**config.mk**
```make
export PLATFORM = sky130hd
export DESIGN_NAME = ps2_kbd_rx
export DESIGN_NICKNAME = d
export VERILOG_FILES = /design/src/rtl/ps2_kbd_rx.sv
export SDC_FILE = /design/constraint.sdc
export NUM_CORES = 1
export LEC_CHECK = 0
export ABC_AREA = 1
export ABC_CLOCK_PERIOD_IN_PS = 5260
export CORE_UTILIZATION = 60
export CTS_CLUSTER_DIAMETER = 40
export DETAILED_ROUTE_END_ITERATION = 7
export HOLD_SLACK_MARGIN = 0.02
export PLACE_DENSITY = 0.81
export SLEW_MARGIN = 0
export SYNTH_ARGS = -nofsm -noshare
export SYNTH_HDL_FRONTEND = slang
export SYNTH_SLANG_ARGS = --single-unit
```
**constraint.sdc**
```tcl
create_clock -name clk_sys -period 5.26 [get_ports clk_sys]
set_clock_uncertainty 0.2 [all_clocks]
set_input_delay 0.789 -clock clk_sys [delete_from_list [all_inputs] [get_ports clk_sys]]
set_output_delay 0.789 -clock clk_sys [all_outputs]
set_load 0.01 [all_outputs]
```
**src/rtl/ps2_kbd_rx.sv**
```systemverilog
// PS/2 keyboard receiver: synchronises the raw PS/2 lines, deframes 11-bit frames
// and folds E0/F0 prefixes into a single registered key event per scancode.
module ps2_kbd_rx #(
  parameter int TIMEOUT = 1000
) (
  input  logic       clk_sys,
  input  logic       reset_n,
  input  logic       ps2_kbd_clk,
  input  logic       ps2_kbd_data,
  output logic [7:0] key_code,
  output logic       key_ext,
  output logic       key_pressed,
  output logic       key_strobe,
  output logic       frame_err
);

  localparam int WD_W = (TIMEOUT < 2) ? 1 : $clog2(TIMEOUT + 1);
  localparam logic [WD_W-1:0] WD_MAX = WD_W'(TIMEOUT);

  typedef enum logic [1:0] {
    IDLE   = 2'd0,
    DATA   = 2'd1,
    PARITY = 2'd2,
    STOP   = 2'd3
  } state_t;

  // Odd parity: data plus parity bit must hold an odd number of ones.
  function automatic logic odd_parity_ok(input logic [7:0] d, input logic p);
    return ^{d, p};
  endfunction

  logic [1:0]      clk_sync_r;
  logic [1:0]      data_sync_r;
  logic            clk_prev_r;
  state_t          state_r, state_n, cur_s;
  logic [2:0]      cnt_r, cnt_n;
  logic [7:0]      shift_r, shift_n;
  logic            par_ok_r, par_ok_n;
  logic            ext_r, ext_n;
  logic            brk_r, brk_n;
  logic [WD_W-1:0] wd_r, wd_n;
  logic [7:0]      code_n;
  logic            kext_n, kpr_n, strobe_n, err_n;
  logic            fall_s, bit_s, fire_s;

  assign fall_s = clk_prev_r & ~clk_sync_r[1];
  assign bit_s  = data_sync_r[1];
  assign fire_s = (state_r != IDLE) && (wd_r == WD_MAX);

  // Two-flop synchronisers plus the delayed clock used for edge detection.
  always_ff @(posedge clk_sys or negedge reset_n) begin
    if (!reset_n) begin
      clk_sync_r  <= 2'b11;
      data_sync_r <= 2'b11;
      clk_prev_r  <= 1'b1;
    end else begin
      clk_sync_r  <= {clk_sync_r[0], ps2_kbd_clk};
      data_sync_r <= {data_sync_r[0], ps2_kbd_data};
      clk_prev_r  <= clk_sync_r[1];
    end
  end

  // Frame FSM, prefix tracking, watchdog and next output values.
  always_comb begin
    state_n  = state_r;
    cnt_n    = cnt_r;
    shift_n  = shift_r;
    par_ok_n = par_ok_r;
    ext_n    = ext_r;
    brk_n    = brk_r;
    code_n   = key_code;
    kext_n   = key_ext;
    kpr_n    = key_pressed;
    strobe_n = 1'b0;
    err_n    = 1'b0;
    wd_n     = wd_r;

    // A watchdog expiry drops to IDLE first, so a coincident edge is handled as an IDLE edge.
    cur_s   = fire_s ? IDLE : state_r;
    state_n = cur_s;

    if (fall_s || (cur_s == IDLE)) begin
      wd_n = '0;
    end else if (wd_r != WD_MAX) begin
      wd_n = wd_r + WD_W'(1);
    end else begin
      wd_n = wd_r;
    end

    if (fall_s) begin
      case (cur_s)
        IDLE: begin
          if (!bit_s) begin
            state_n = DATA;
            cnt_n   = 3'd0;
          end else begin
            err_n = 1'b1;
            ext_n = 1'b0;
            brk_n = 1'b0;
          end
        end
        DATA: begin
          shift_n = {bit_s, shift_r[7:1]};
          cnt_n   = cnt_r + 3'd1;
          if (cnt_r == 3'd7) begin
            state_n = PARITY;
          end else begin
            state_n = DATA;
          end
        end
        PARITY: begin
          par_ok_n = odd_parity_ok(shift_r, bit_s);
          state_n  = STOP;
        end
        STOP: begin
          state_n = IDLE;
          if (bit_s && par_ok_r) begin
            if (shift_r == 8'hE0) begin
              ext_n = 1'b1;
            end else if (shift_r == 8'hF0) begin
              brk_n = 1'b1;
            end else begin
              code_n   = shift_r;
              kext_n   = ext_r;
              kpr_n    = ~brk_r;
              strobe_n = 1'b1;
              ext_n    = 1'b0;
              brk_n    = 1'b0;
            end
          end else begin
            err_n = 1'b1;
            ext_n = 1'b0;
            brk_n = 1'b0;
          end
        end
        default: begin
          state_n = IDLE;
        end
      endcase
    end else begin
      state_n = cur_s;
    end
  end

  // State and registered outputs.
  always_ff @(posedge clk_sys or negedge reset_n) begin
    if (!reset_n) begin
      state_r     <= IDLE;
      cnt_r       <= 3'd0;
      shift_r     <= 8'h00;
      par_ok_r    <= 1'b0;
      ext_r       <= 1'b0;
      brk_r       <= 1'b0;
      wd_r        <= '0;
      key_code    <= 8'h00;
      key_ext     <= 1'b0;
      key_pressed <= 1'b0;
      key_strobe  <= 1'b0;
      frame_err   <= 1'b0;
    end else begin
      state_r     <= state_n;
      cnt_r       <= cnt_n;
      shift_r     <= shift_n;
      par_ok_r    <= par_ok_n;
      ext_r       <= ext_n;
      brk_r       <= brk_n;
      wd_r        <= wd_n;
      key_code    <= code_n;
      key_ext     <= kext_n;
      key_pressed <= kpr_n;
      key_strobe  <= strobe_n;
      frame_err   <= err_n;
    end
  end

endmodule

```
# Yosys cells after proc, flatten, opt, wreduce, memory -nomap -nowiden
# Cells that the tools add are included.
classes:
  bitwise_logic: 5
  n_reduce_logical: 15
  mux: 27
  n_addsub: 2
  n_eq_ne: 12
op_table:
  columns: ["op", "n"]
  rows:
  - ["$mux W10", 2]
  - ["$eq A8 B8 Y1 const B", 2]
  - ["$mux W1", 15]
  - ["$add A10 B1 Y10 const B", 1]
  - ["$eq A10 B10 Y1 const B", 1]
  - ["$ne A10 B10 Y1 const B", 1]
  - ["$reduce_xor A9 Y1", 1]
  - ["$mux W2", 4]
  - ["$pmux W2 S4", 1]
  - ["$reduce_and A4 Y1", 2]
  - ["$reduce_bool A2 Y1", 4]
  - ["$pmux W1 S2", 3]
  - ["$pmux W3 S2", 1]
  - ["$reduce_and A5 Y1", 1]
  - ["$eq A2 B2 Y1 const B", 2]
  - ["$ne A2 B2 Y1 const B", 2]
  - ["$ne A4 B4 Y1 const B", 1]
  - ["$not A1 Y1", 4]
  - ["$reduce_and A2 Y1", 2]
  - ["$add A3 B1 Y3 const B", 1]
  - ["$eq A3 B3 Y1 const B", 1]
  - ["$mux W3", 1]
  - ["$ne A3 B3 Y1 const B", 1]
  - ["$reduce_and A3 Y1", 1]
  - ["5 further kinds", 6]
word_totals:
  word_cells: 76
  ff_bits: 43
  in_bits: 4
  out_inout_bits: 12

# Logic depth before layout (Yosys ltp)
# Gate-level depths: netlist (run 1).
logic_depth:
  depth_word: 6
  depth_mapped: 17
  ltp_nobuf: 16

# Least setup slack after synthesis (run 1)
# OpenSTA, ideal clock, no wires.
synth_path:
  path_type: "reg-to-reg"
  startpoint: "reg wd_r[0]"
  endpoint: "reg key_code[0]"
  setup_slack_ns: 2.959
  period_less_slack_ns: 2.301
  n_path_buf: 1
  required_time_ns: 4.940
  arrival_time_ns: 1.981
  setup_time_ns: 0.120
  stages_incl_launch_ff: 17
  path_cell_list: "dfrtp_1 > inv_1 > ha_1 > nand3_1 > inv_1 > nand4_1 > nand2_1 > inv_1 > ha_1 > inv_1 > nor2_4 > nand2_1 > nor2_2 > nand2_4 > buf_12 > nand2_2 > o21ai_2"
synth_via:
  elab_chain_cells: 5
synth_lines:
  columns: ["element", "line_no", "source"]
  rows:
  - ["start: declaration", "41", "logic [WD_W-1:0] wd_r, wd_n;"]
  - ["start signal: assignment", "167", "wd_r <= wd_n;"]
  - ["$eq A10 B10 Y1", "48", "assign fire_s = (state_r != IDLE) && (wd_r == WD_MAX);"]
  - ["$logic_and A1 B1 Y1", "48", null]
  - ["$mux W2", "79", "cur_s = fire_s ? IDLE : state_r;"]
  - ["$eq A2 B2 Y1", "91", "case (cur_s)"]
  - ["$reduce_and A5 Y1 (no source line)", null, null]
  - ["end signal: assignment", "168", "key_code <= code_n;"]
  - ["end: declaration", "10", "output logic [7:0] key_code,"]
# No other way between the ends.
# A chain may end at the register's enable or synchronous reset.

# Worst setup path in the final report (run 1)
layout_path:
  startpoint: "reg wd_r[0]"
  endpoint: "reg key_code[5]"
# Same word-level chain as after synthesis.

==> results of run 1 <==
==> worst max-delay path: stages (launching register included) <==
cell and delay [ns]:
sky130_fd_sc_hd__dfrtp_1 0.38, sky130_fd_sc_hd__inv_1 0.08, sky130_fd_sc_hd__ha_1 0.19, sky130_fd_sc_hd__nand3_1 0.07, sky130_fd_sc_hd__inv_1 0.06, sky130_fd_sc_hd__nand4_1 0.14
sky130_fd_sc_hd__nand2_1 0.13, sky130_fd_sc_hd__inv_1 0.16, sky130_fd_sc_hd__ha_1 0.24, sky130_fd_sc_hd__inv_1 0.09, sky130_fd_sc_hd__nor2_4 0.12, sky130_fd_sc_hd__nand2_1 0.07
sky130_fd_sc_hd__nor2_2 0.15, sky130_fd_sc_hd__nand2_4 0.22, sky130_fd_sc_hd__nand2_2 0.12, sky130_fd_sc_hd__o21ai_2 0.06
==> final cells by class <==
class                   count  area (sq um)  area share, %
repair buffers             15           145           5.82
clock buffers               8          80.1           3.21
multi-input cells         177           993           39.8
inverters                  35           135           5.42
well taps                  46          57.6           2.31
flip-flops and latches     43          1080           43.4
==> metrics by stage <==
step	util (%)	hold WS [ns]	instances	area, sq um
CTS	71.9	0.160	324	2490
finish	71.9	0.159	324	2490
global route	71.9	0.160	324	2490
detailed placement	69.6	0.150	316	2410
floorplan	-	0.145	258	2250
global placement	69.6	0.146	316	2410
==> worst paths after layout <==
kind,from,end,slack [ns],depth (start not counted)
worst min register to register,clk_sync_r[0]$_DFF_PN1_,clk_sync_r[1]$_DFF_PN1_,0.16,0
worst max register to register,wd_r[0]$_DFFE_PN0P_,key_code[5]$_DFFE_PN0P_,2.66,15
worst min-delay path,clk_sync_r[0]$_DFF_PN1_,clk_sync_r[1]$_DFF_PN1_,0.16,0
min in group asynchronous,reset_n,key_code[6]$_DFFE_PN0P_,0.42,1
max in group asynchronous,reset_n,state_r[1]$_DFF_PN0_,3.86,1
worst max-delay path,wd_r[0]$_DFFE_PN0P_,key_code[5]$_DFFE_PN0P_,2.66,15
==> power by group through the flow <==
stage                     logic, mW  clock network [mW]  registers [mW]
final                         0.359               0.198           0.452
after global routing          0.425               0.218           0.461
after CTS                     0.358               0.202           0.451
after detailed placement      0.353                   0           0.456
after global placement        0.341                   0           0.454
after floorplan               0.286                   0           0.443
==> layer usage <==
metal | up-vias | GRT usage (%) | part of all wire, %
li1 | 867 | - | -
met1 | 788 | 30.8 | 49
met2 | 38 | 35.3 | 45
met3 | 7 | 5.98 | 3.8
met4 | 0 | 8.81 | 1.6
met5 | - | 0 | 0
==> layout by cell type (no fill, tap or decap), drive strengths merged <==
cell | netlist | routed
a211oi | 1 | 1
a21oi | 10 | 10
and3 | 1 | 1
buf | 2 | 1
clkbuf | 1 | 8
clkdlybuf4s50 | 0 | 14
clkinv | 1 | 1
dfrtp | 38 | 38
dfstp | 5 | 5
ha | 10 | 10
inv | 34 | 34
nand2 | 76 | 76
nand3 | 13 | 13
nand3b | 1 | 1
nand4 | 5 | 5
nor2 | 19 | 19
nor3 | 6 | 6
nor4 | 1 | 1
o21ai | 28 | 28
o22ai | 1 | 1
o31ai | 1 | 1
or2 | 1 | 1
xnor2 | 2 | 2
xor2 | 1 | 1
==> state kept, by name (all words and copies together), names as in the netlist <==
| register | count |
|---|---|
| shift_r | 8 |
| key_code | 8 |
| data_sync_r | 2 |
| frame_err | 1 |
| key_ext | 1 |
| wd_r | 10 |
| key_strobe | 1 |
| ext_r | 1 |
| brk_r | 1 |
| cnt_r | 3 |
| par_ok_r | 1 |
| clk_prev_r | 1 |
| clk_sync_r | 2 |
| key_pressed | 1 |
| state_r | 2 |
==> logic make-up (layout without fill, tap and decap cells) <==
kind of cell               after synthesis  count (layout)  synth area share (%)
and+or+nand+nor                        123             123                  26.5
xor gates and xnor gates                 3               3                  1.17
buffers and inverters                   38              58                  7.73
adders and majority gates               10              10                  5.56
DFF                                     43              43                  48.1
AOI/OAI and AO/OA                       41              41                  10.9
==> cells in the mapped netlist <==
library cell / number / share of area (%)
sky130_fd_sc_hd__nand2_1: 61 / 10
sky130_fd_sc_hd__dfrtp_1: 38 / 42
sky130_fd_sc_hd__inv_1: 29 / 4.8
sky130_fd_sc_hd__o21ai_0: 17 / 3.8
sky130_fd_sc_hd__nor2_1: 16 / 2.7
sky130_fd_sc_hd__nand2_2: 13 / 3.6
sky130_fd_sc_hd__nand3_1: 12 / 2.7
sky130_fd_sc_hd__a21oi_1: 10 / 2.2
sky130_fd_sc_hd__ha_1: 10 / 5.6
sky130_fd_sc_hd__o21ai_2: 9 / 3.5
sky130_fd_sc_hd__dfstp_2: 5 / 5.8
sky130_fd_sc_hd__nand4_1: 5 / 1.4
sky130_fd_sc_hd__inv_2: 4 / 0.67
sky130_fd_sc_hd__nor3_1: 4 / 0.89
sky130_fd_sc_hd__nand2_4: 2 / 1.0
sky130_fd_sc_hd__nor2_2: 2 / 0.56
sky130_fd_sc_hd__nor3_4: 2 / 1.4
sky130_fd_sc_hd__o21ai_1: 2 / 0.44
sky130_fd_sc_hd__xnor2_1: 2 / 0.78
sky130_fd_sc_hd__a211oi_1: 1 / 0.33
sky130_fd_sc_hd__and3_1: 1 / 0.28
sky130_fd_sc_hd__buf_12: 1 / 0.89
sky130_fd_sc_hd__buf_8: 1 / 0.67
sky130_fd_sc_hd__clkbuf_1: 1 / 0.17
sky130_fd_sc_hd__clkinv_2: 1 / 0.22
sky130_fd_sc_hd__inv_4: 1 / 0.28
sky130_fd_sc_hd__nand3_2: 1 / 0.44
sky130_fd_sc_hd__nand3b_1: 1 / 0.33
sky130_fd_sc_hd__nor2_4: 1 / 0.50
sky130_fd_sc_hd__nor4_1: 1 / 0.28
sky130_fd_sc_hd__o22ai_1: 1 / 0.28
sky130_fd_sc_hd__o31ai_1: 1 / 0.33
sky130_fd_sc_hd__or2_2: 1 / 0.28
sky130_fd_sc_hd__xor2_1: 1 / 0.39
==> results, run 1 <==
- The detail route stage leaves a number of antenna-violating nets equal to 0.
- At the end of routability-driven placement, the weighted congestion stood at 0.826.
- After synthesis, the mean cell area works out to 8.72 sq um.
- The overall overflow remaining after global route is 0.
- Entering global routing, the biggest net connects 44 pins.
- Once detailed placement completed, the half-perimeter wirelength came to 2710 um.
- The critical path is of the flip-flop to flip-flop type.
- In the final layout, the share of cells above drive strength 1 is 17.3%.
- Buffers added to address setup during post-CTS repair amount to 0.
- The register area share after synthesis is 48.1%.
- The starting utilization of the core area is 64.9%.
- After floorplanning, the core was sized to cover 3470 sq um.
- For this run, the total global-route usage over all layers was measured as 22.9%.
- Cell internal power was estimated by the tool at 0.604 mW.
- The clock net sink count is 43.
- The total number of H-tree levels is 2.
- In this run the clock root is driven by a sky130_fd_sc_hd__clkbuf_8.
- In this run, the combinational gates consume 35.6% of the power.
- The number of nets produced by synthesis is 272.
- The die covers 4000 sq um.
- The maximum vdd drop is 0.279 mV.
- The area growth from synthesis to layout is 10.8%.
- The worst setup path is launched from a flip-flop.
- The I/O pin count is 16.
- The share of total power dissipated in the clock network is 19.6%.
- In this run, the number of DRC markers left after iteration 0 of detailed routing was 175.
- The DRC violation count after routing is 0.
- In this run the vertical extent of the chip is 63.2 um.
- The mapped netlist covers 2250 sq um.
- The worst setup path is captured at a flip-flop.
- The first global-routing pass estimated 7070 um of wire.
- The count of yosys warnings during synthesis is 0.
- For this run, the top clock speed supported by timing is 0.384 GHz.
- The clock reaches the later pin of the worst-skew pair after 0.30 ns.
- The count of pins over their slew limit is 0.
- Synthesis produced 258 cells.
- From left edge to right edge, the die measures 63.2 um.
- The number of failing setup endpoints in the final timing report is 0.
- The required arrival time at the worst endpoint is 5.24 ns.
- The maximum clock insertion buffer count is 2.
- The final clock period utilization by the worst path is 49.5%.
- At the pin with the least slew margin, the transition time is 0.916 ns.
- The number of antenna violations at the first check in global routing came to 0.
- After clock tree synthesis, the clock-pin slew on the worst setup and hold paths is 0.08 ns.
- The fill cell total of the finished layout is 280.
- The TritonCTS clock tree is done.
- The average wire length per cell after detail routing is 11.9 um.
- The final layout contains routed wiring with a total length of 3840 um.
- The number of hold buffers added after CTS was 0.
- The final net count is 291.
- The completed layout was analyzed and its total power is 1.01 mW.
- The highest fanout seen on the critical path is 20.
- The number of distinct standard cells referenced by the synthesized netlist is 34.
- Sequential cells burn 44.8% of the power.
- The via count normalized by instance count is 5.25.
- After synthesis the netlist holds a flip-flop and latch count of 43.
- The max-capacitance violation count is 0.
- The worst hold path belongs to the class flip-flop to flip-flop.
- The first TritonRoute pass finished after 4 iterations.
- The count of endpoints failing hold in the final timing report is 0.
- The switching power of the nets is 0.404 mW.
- Summed over all cells, the static leakage comes to 1.20 nW.
- For the final routed database, the setup TNS stands at 0 ns.
- Data arrives at the worst endpoint at 2.58 ns.
- After layout, the minimum clock period comes to 2.60 ns.
- Input and output buffers added on the ports amount to 15.
- The power density of the placed cells is 404 nW/um^2.
- Net switching is 40.1% of the power.
- The flow ran to the end, and the final reports show no timing, DRC or antenna violations.
- Setup repair after global routing left no endpoint under its margin.
- Gates resized during post-CTS repair numbered 0.
- The placement-stage worst setup slack is 2.68 ns.
- Counting the buffers created by CTS gives 5.
- The cell row count is 21.
- The number of global-route vias before repair is 1552.
- In this run the tightest slew margin relative to its limit is 38.9%.
- The routed layout has 1700 vias.
- 0 antenna diodes ended up in the layout.
- Once routing completed, OpenROAD measured the worst setup slack at 2.66 ns.
Note: power is estimated with default switching activity, not from simulation.
==> inputs of run 2 (changes only) <==
--- a/config.mk
+++ b/config.mk
@@ -6,12 +6,12 @@
 export NUM_CORES = 1
 export LEC_CHECK = 0
 export ABC_AREA = 1
-export ABC_CLOCK_PERIOD_IN_PS = 5260
-export CORE_UTILIZATION = 60
+export ABC_CLOCK_PERIOD_IN_PS = 2650
+export CORE_UTILIZATION = 58
 export CTS_CLUSTER_DIAMETER = 40
 export DETAILED_ROUTE_END_ITERATION = 7
 export HOLD_SLACK_MARGIN = 0.02
-export PLACE_DENSITY = 0.81
+export PLACE_DENSITY = 0.79
 export SLEW_MARGIN = 0
 export SYNTH_ARGS = -nofsm -noshare
 export SYNTH_HDL_FRONTEND = slang
==> constraint.sdc (replaced) <==
create_clock -name clk_sys -period 2.65 [get_ports clk_sys]
set_clock_uncertainty 0.2 [all_clocks]
set_input_delay 0.3975 -clock clk_sys [delete_from_list [all_inputs] [get_ports clk_sys]]
set_output_delay 0.3975 -clock clk_sys [all_outputs]
set_load 0.01 [all_outputs]
==> run 2 against run 1 <==
Sequential power rose by 99%. Non-clock buffer count rose by 1. First-iteration DRC count fell by 37%. Worst setup slack got worse by 2.5 ns. Register-to-register slack got worse by 2.5 ns. Clock power rose by 110%. Critical path depth did not move. Maximum frequency rose by 5.8%. Largest cell class unchanged.
==> results, run 2 (synthesis results as in run 1) <==
- The count of pins over their slew limit came to 0.
- The worst-case IR drop observed on VDD is 0.507 mV.
- The required arrival time at the worst endpoint is 2.64 ns.
- The element type at the critical path start is a flip-flop.
- The static leakage power is 1.22 nW.
- Compared with the post-synthesis result, the final layout area differs by 12.5%.
- The TritonCTS clock tree is done.
- Cell internal power was estimated by the tool at 1.23 mW.
- In the layout the commonest cells are sky130_fd_sc_hd__nand2_1 (61), sky130_fd_sc_hd__dfrtp_1 (38), sky130_fd_sc_hd__inv_1 (28).
- In this run the tool buffered the top-level ports with 15 buffer cells.
- The starting utilization of the core area is 61.0%.
- Of the total power, registers draw 44.1%.
- The critical path class is flip-flop to flip-flop.
- Of the cells placed in the final design, the portion with a size suffix greater than 1 is 19.0%.
- The largest registers in the layout are wd_r: 10 flops, key_code: 8 flops, shift_r: 8 flops.
- The maximum number of pins on one net before global-route repair is 44.
- Clock latency on the worst-skew pair, taken at its later pin, is 0.30 ns.
- The total chip power is 2.04 mW.
- The total number of H-tree levels is 2.
- The library cell used most frequently in the layout, excluding fill and tap cells, is sky130_fd_sc_hd__nand2_1.
- The number of antenna violations at the first check in global routing is 0.
- The most flop-heavy register is wd_r.
- The count of endpoints failing hold in the final timing report came to 0.
- The measured slew at the worst slew-check pin is 0.925 ns.
- During I/O placement, the number of pins put on the boundary was 16.
- In this run the worst hold path is classified as input pin to async pin.
- The first global-routing pass estimated 6950 um of wire.
- STA classifies the critical path endpoint as a flip-flop.
- The full die area is 4130 sq um.
- The cell sitting at the root of the clock tree is a sky130_fd_sc_hd__clkbuf_8.
- Setup repair after global routing could not meet its margin everywhere.
- The data arrival at the endpoint of the critical path is 2.45 ns.
- Dividing the detail-routed via count by the number of cells gives 5.18.
- Global routing used 22.1% of the available tracks across all layers.
- Cells fill 68.6% of the core in the end.
- In this run the critical register-to-register path is launched from wd_r[0]$_DFFE_PN0P_.
- In this run the worst setup path begins at wd_r[0]$_DFFE_PN0P_.
- The average wire length per cell after detail routing is 11.8 um.
- The number of flip-flops under the largest register name is 10.
- The switching part of the total is 39.9%.
- Setup slack on the worst reg-to-reg path comes out at 0.19 ns.
- The clock transition at the registers of the reported paths is 0.08 ns.
- The core region area is 3690 sq um.
- Measured along the y axis, the die boundary spans 64.3 um.
- 0 antenna diodes ended up in the layout.
- Dividing total power by cell area gives a power density of 806 nW/um^2.
- The via count of the routed design is 1695.
- The tool flagged a number of max-cap violations equal to 0.
- The antenna violation net count after detailed routing is 0.
- The DRC violation count after routing is 0.
- Summed over all nets, the switching power comes to 0.815 mW.
- After the first detailed-routing iteration, the DRC count stood at 110.
- The final critical-path required period is 2.46 ns.
- The final net count is 292.
- Once the clock tree was built, the setup fixing pass inserted 0 buffers.
- For this run, the detailed router's first-pass iteration total came to 4.
- The weighted congestion at the end of routability-driven global placement is 0.838.
- The overall overflow remaining after global route is 0.
- The cell row count is 22.
- The worst pin sits at a relative slew slack of 38.4%.
- The number of cell instances on the worst register-to-register path is 15.
- No sink is reached through more buffers than the 2 on the longest clock path.
- The final clock period utilization by the worst path is 92.8%.
- The number of failing setup endpoints in the final timing report is 0.
- The clock net sink count is 43.
- The clock network power share is 20.9%.
- The highest fanout seen on the critical path is 20.
- Detailed placement ended at an HPWL of 2770 um.
- The overall routed net length is 3850 um.
- The part of the power in combinational logic is 35.1%.
- The floorplan die width is 64.3 um.
- The flow ran to the end, and the final reports show no timing, DRC or antenna violations.
- The highest clock rate is 0.407 GHz.
- The total clock buffers created by CTS is 5.
- The number of global-route vias before repair is 1634.
run 2: worst max-delay path: stages (launching register included):
cell and delay, ns:
sky130_fd_sc_hd__dfrtp_1 0.37, sky130_fd_sc_hd__inv_1 0.07, sky130_fd_sc_hd__ha_1 0.19, sky130_fd_sc_hd__nand3_1 0.07, sky130_fd_sc_hd__inv_1 0.06, sky130_fd_sc_hd__nand4_1 0.14, sky130_fd_sc_hd__nand2_1 0.16, sky130_fd_sc_hd__inv_2 0.12
sky130_fd_sc_hd__ha_2 0.22, sky130_fd_sc_hd__inv_1 0.07, sky130_fd_sc_hd__nor2_4 0.11, sky130_fd_sc_hd__nand2_1 0.09, sky130_fd_sc_hd__nor2_4 0.17, sky130_fd_sc_hd__nand2_8 0.15, sky130_fd_sc_hd__nand2_2 0.10, sky130_fd_sc_hd__o21ai_2 0.05
run 2: per-stage QoR:
stage | setup slack [ns] | setup TNS [ns] | instance area, sq um | hold WS [ns] | cells
floorplan | 0.349 | 0 | 2250 | -0.0981 | 258
global route | -0.0397 | -0.363 | 2530 | 0.131 | 327
finish | 0.190 | 0 | 2530 | 0.0281 | 327
detailed placement | 0.0755 | 0 | 2420 | 0.148 | 319
CTS | 0.0581 | 0 | 2510 | 0.0684 | 327
global placement | 0.187 | 0 | 2420 | 0.146 | 319
run 2: power by group through the flow:
stage | Combinational [mW] | Sequential [mW] | Clock (mW)
after floorplan | 0.568 | 0.879 | 0
after global routing | 0.840 | 0.910 | 0.466
final | 0.715 | 0.900 | 0.425
after CTS | 0.716 | 0.897 | 0.438
after detailed placement | 0.715 | 0.906 | 0
after global placement | 0.680 | 0.901 | 0
run 2: what timing repair did:
item / CTS / global route
hold buffers: 0 / 0
endpoints found under the setup margin: 0 / 21
gates resized for setup: 0 / 5
run 2: worst paths after layout:
path                                                 end
worst max-delay path             key_code[0]$_DFFE_PN0P_
worst min-delay path             key_code[6]$_DFFE_PN0P_
worst max register to register   key_code[0]$_DFFE_PN0P_
worst min register to register  data_sync_r[1]$_DFF_PN1_
max in group asynchronous            wd_r[0]$_DFFE_PN0P_
min in group clk_sys            data_sync_r[1]$_DFF_PN1_
run 2: metal layers:
layer | part of all wire [%] | wire length (um) | up-vias | track usage, %
met3 | 3.5 | 134 | 10 | 6.61
met1 | 48 | 1840 | 782 | 27.7
met2 | 47 | 1820 | 32 | 35.7
met4 | 1.5 | 56 | 0 | 8.61
met5 | 0 | 0 | - | 0
li1 | - | - | 871 | -
run 2: area by class of cell:
cell class | instances | area, sq um
Inverter | 35 | 135
Clock inverter | 1 | 5.00
Tap cell | 48 | 60.1
Multi-Input combinational cell | 177 | 1010
Fill cell | 311 | 1160
Sequential cell | 43 | 1080
Timing Repair Buffer | 16 | 153
Clock buffer | 7 | 86.3
==> inputs of run 3 (changes only) <==
--- a/config.mk
+++ b/config.mk
@@ -5,13 +5,12 @@
 export SDC_FILE = /design/constraint.sdc
 export NUM_CORES = 1
 export LEC_CHECK = 0
-export ABC_AREA = 1
 export ABC_CLOCK_PERIOD_IN_PS = 2650
-export CORE_UTILIZATION = 58
+export CORE_UTILIZATION = 57
 export CTS_CLUSTER_DIAMETER = 40
 export DETAILED_ROUTE_END_ITERATION = 7
 export HOLD_SLACK_MARGIN = 0.02
-export PLACE_DENSITY = 0.79
+export PLACE_DENSITY = 0.78
 export SLEW_MARGIN = 0
 export SYNTH_ARGS = -nofsm -noshare
 export SYNTH_HDL_FRONTEND = slang
==> run 3 against run 2 <==
Non-clock buffer count increased by 18. Cell count shrank 22%. Die area down 9.1%. Power decreased by 5.3%. Register-to-register slack worse by 0.04 ns. First-iteration DRC count is 60% lower. Synthesized area down 11%. Flip-flop and latch count did not move. Critical path depth is 3 lower. Combinational power is 1% lower. Largest power group unchanged.
==> results, run 3 <==
- Once routing completed, OpenROAD measured the worst setup slack at 0.151 ns.
- In the synthesized netlist the dominant register cell turns out to be sky130_fd_sc_hd__dfrtp_1.
- The Yosys step of the flow raised 0 warnings.
- The critical path class is flip-flop to flip-flop.
- The most frequent standard cell in the layout excluding fill and tap cells is sky130_fd_sc_hd__dfrtp_1.
- The number of enable-type register cells in the synthesized netlist is 0.
- The number of placed instances, taps included is 244.
- Clock-pin slew was measured on the worst setup and hold paths at 0.12 ns.
- The detail route stage leaves a number of antenna-violating nets equal to 0.
- The core region area is 3360 sq um.
- The most flop-heavy register is wd_r.
- The required arrival time at the worst endpoint is 2.74 ns.
- Global routing consumed, on the met1 layer, 29.3% of the routing resources.
- The fraction of synthesis flops using an asynchronous set or reset pin is 100%.
- In this run, CTS created clock tree buffers numbering 5.
- The floorplan die width is 61.3 um.
- Once layout is done, the placed cells without fillers occupy 2410 sq um.
- The mapped netlist covers 2000 sq um.
- The dominant combinational cell family by area after synthesis is simple AND/OR/NAND/NOR gates.
- The number of global-route vias before repair is 1326.
- Routability-driven placement finished with a final weighted congestion of 0.853.
- In the layout the commonest cells are sky130_fd_sc_hd__dfrtp_1 (38), sky130_fd_sc_hd__buf_4 (18), sky130_fd_sc_hd__clkdlybuf4s50_1 (14).
- The count of pins over their slew limit is 0.
- Post-CTS timing repair inserted 0 buffers for setup.
- The biggest cell delay along the critical path is 0.39 ns.
- The measured slew at the worst slew-check pin is 0.911 ns.
- In the routed layout, each cell is associated on average with a via count of 5.34.
- The DRC violation count after routing is 0.
- The final instance count without filler cells is 254.
- For this design the static power due to leakage is 1.09 nW.
- The number of failing setup endpoints in the final timing report is 0.
- The synthesized netlist contains 33 unique library cells.
- At the end of the flow, the number of nets in the layout was 221.
- The tightest min-delay check is of the flip-flop to flip-flop type.
- Headroom to the max-slew limit came out at 39.2%.
- The average wire length per cell after detail routing is 13.6 um.
- The max-capacitance violation count is 0.
- The TritonCTS clock tree is done.
- Total power for the finished layout comes to 1.93 mW.
- The critical path crosses 12 cells after its start point.
- Sequential cells were found to cover 54.0% of the synthesized design area.
- The global routing met2 resource utilization is 32.3%.
- The worst reg2reg path startpoint is wd_r[1]$_DFFE_PN0P_.
- In this run, the number of DRC markers left after iteration 0 of detailed routing was 44.
- The overall overflow remaining after global route is 0.
- The overall routed net length is 3460 um.
- The element type at the critical path start is a flip-flop.
- For this design the top-level I/O count stands at 16.
- The floorplan has 21 rows.
- The first global-routing pass estimated 5810 um of wire.
- STA classifies the critical path endpoint as a flip-flop.
- The final critical path takes up 94.3% of the cycle.
- After detailed placement, the total cell area comes to 2320 sq um.
- The count of buffer and inverter cells on the critical path is 3.
- The commonest cells after synthesis are sky130_fd_sc_hd__dfrtp_1 (38), sky130_fd_sc_hd__nor2_1 (12), sky130_fd_sc_hd__inv_1 (11), sky130_fd_sc_hd__nand2_1 (11), sky130_fd_sc_hd__xnor2_1 (11).
- The cell count after synthesis is 169.
- The worst register-to-register path ends at cnt_r[2]$_DFFE_PN0P_.
- The full die area is 3760 sq um.
- The worst setup path startpoint is wd_r[1]$_DFFE_PN0P_.
- The critical path goes through inv_1 > ha_1 > nand4bb_1 > or3_1 > nand2_1 > buf_4 > ha_2 > nor2_1 > a211oi_1 > buf_4 > nand3_1 > o21ai_0.
- The portion of netlist area occupied by mux cells is 11.8%.
- For this run, the detailed router's first-pass iteration total came to 4.
- For this design the ratio of total power to cell area is 803 nW/um^2.
- The data arrival at the endpoint of the critical path is 2.58 ns.
- The largest area contributor in the netlist is sky130_fd_sc_hd__dfrtp_1.
- Clock latency on the worst-skew pair, taken at its later pin, is 0.36 ns.
- The largest individual stage delay along the critical path comes from the cell sky130_fd_sc_hd__dfrtp_1.
- Across all layers, the routed design uses 1356 vias.
- The register with the most flip-flops in the layout has 10 of them.
- In this run the deepest clock path goes through 2 buffers.
- The cell with the most instances after synthesis is sky130_fd_sc_hd__dfrtp_1.
- The worst-case IR drop observed on VDD is 0.577 mV.
- The number of nets handed over by synthesis was 183.
- After layout, the minimum clock period comes to 2.50 ns.
- The worst register-to-register path has a depth of 12.
- Global routing consumed, on the met3 layer, 7.56% of the routing resources.
- The end of the critical path is cnt_r[2]$_DFFE_PN0P_.
- The flow ran to the end, and the final reports show no timing, DRC or antenna violations.
- The floorplan step set the die height to 61.3 um.
- The total inserted antenna cells is 0.
- met2 is the most crowded layer.
- The count of endpoints failing hold in the final timing report came to 0.
- The largest registers in the layout are wd_r: 10 flops, key_code: 8 flops, shift_r: 8 flops.
- Summing the areas of all fa, ha and maj instances in the mapped netlist gives 6.24% of the synthesized area.
- The initial utilization of the core area, before any placement, comes to 59.6%.
- The total number of H-tree levels is 2.
- The average instance area after synthesis is 11.9 sq um.
- The synthesized-area fraction occupied by xor and xnor cells is 7.24%.
- The highest fanout seen on the critical path is 6.
- The clock net sink count is 43.
- The overall track demand over capacity in global routing is 22.0%.
- The kind of cell with the highest combined delay along the critical path is simple AND/OR/NAND/NOR gates.
- In the post-synthesis netlist, the biggest area contributors are sky130_fd_sc_hd__dfrtp_1 (47%), sky130_fd_sc_hd__dfstp_2 (6.6%), sky130_fd_sc_hd__ha_1 (6.2%).
- Static timing analysis puts the maximum clock frequency at 0.400 GHz.
- The register-to-register path setup slack is 0.15 ns.
- The HPWL after detailed placement is 2500 um.
- The hold path depth is 0.
- The number of antenna violations at the first check in global routing came to 0.
- Setup repair after global routing left no endpoint under its margin.
- Entering global routing, the biggest net connects 44 pins.
- The ratio of cells with drive above 1 in the final layout is 25.5%.
- Summing the areas of all and, or, nand and nor instances in the mapped netlist gives 12.2% of the synthesized area.
- The count of port buffers added during placement is 15.
- Relative to the synthesized area, the layout overhead comes to 20.0%.
- The cell sitting at the root of the clock tree is a sky130_fd_sc_hd__clkbuf_4.
- The placement-stage worst setup slack is -0.335 ns.
- Summed over its instances, the top area cell type makes up 47.4% of the synthesized netlist area.
- Counting flops and latches in the post-synthesis netlist gives 43.
- The cell repeated most along the worst path is sky130_fd_sc_hd__buf_4.
- The compound-cell area share of the yosys netlist is 5.31%.
- The tightest hold margin is 0.163 ns.
-- run 3: layout make-up --
type	count	area, sq um
Clock inverter	2	12.5
Fill cell	259	957
Inverter	11	41.3
Sequential cell	43	1080
Multi-Input combinational cell	112	881
Clock buffer	6	41.3
Timing Repair Buffer	34	290
Tap cell	46	57.6
-- run 3: per-stage QoR --
step / TNS (ns) / util, %
after floorplan: 0 / -
after global placement: -0.896 / 68.9
after detailed placement: -2.49 / 68.9
after CTS: 0 / 71.1
after global routing: 0 / 71.5
final: 0 / 71.5
-- run 3: cell families after synthesis --
family / count (synthesis)
multiplexers: 19
XOR/XNOR: 15
flip-flops: 43
adder cells (fa/ha/maj): 10
buffers and inverters: 15
AO/OA/AOI/OAI: 17
AND/OR/NAND/NOR: 50
-- run 3: worst min-delay path by stage --
stage	start	endpoint
5_1_grt	clk_sync_r[0]$_DFF_PN1_	clk_sync_r[1]$_DFF_PN1_
6_report	clk_sync_r[0]$_DFF_PN1_	clk_sync_r[1]$_DFF_PN1_
2_1_floorplan	reset_n	brk_r$_DFFE_PN0P_
3_3_place_gp	data_sync_r[0]$_DFF_PN1_	data_sync_r[1]$_DFF_PN1_
4_1_cts	clk_sync_r[0]$_DFF_PN1_	clk_sync_r[1]$_DFF_PN1_
3_5_place_dp	clk_sync_r[0]$_DFF_PN1_	clk_sync_r[1]$_DFF_PN1_
-- run 3: layer usage --
layer / wire, um / up-vias / share of wire [%]
met1: 1650 / 667 / 48
met5: 0 / - / 0
met2: 1590 / 30 / 46
li1: - / 653 / -
met3: 160 / 6 / 4.6
met4: 68 / 0 / 2.0
-- run 3: what timing repair did --
item	in CTS	in global routing
pin swaps	0	1
endpoints found under the setup margin	11	6
hold buffers	1	0
cloned	0	1
endpoints found under the hold margin	38	0
gates resized for setup	2	3
-- run 3: report_power, final --
part           total (mW)  internal, mW  switching [mW]  leakage (nW)
combinational       0.708         0.398           0.309         0.507
clock               0.307         0.102           0.204        0.0282
sequential          0.918         0.791           0.127         0.555
total                1.93          1.29           0.641          1.09
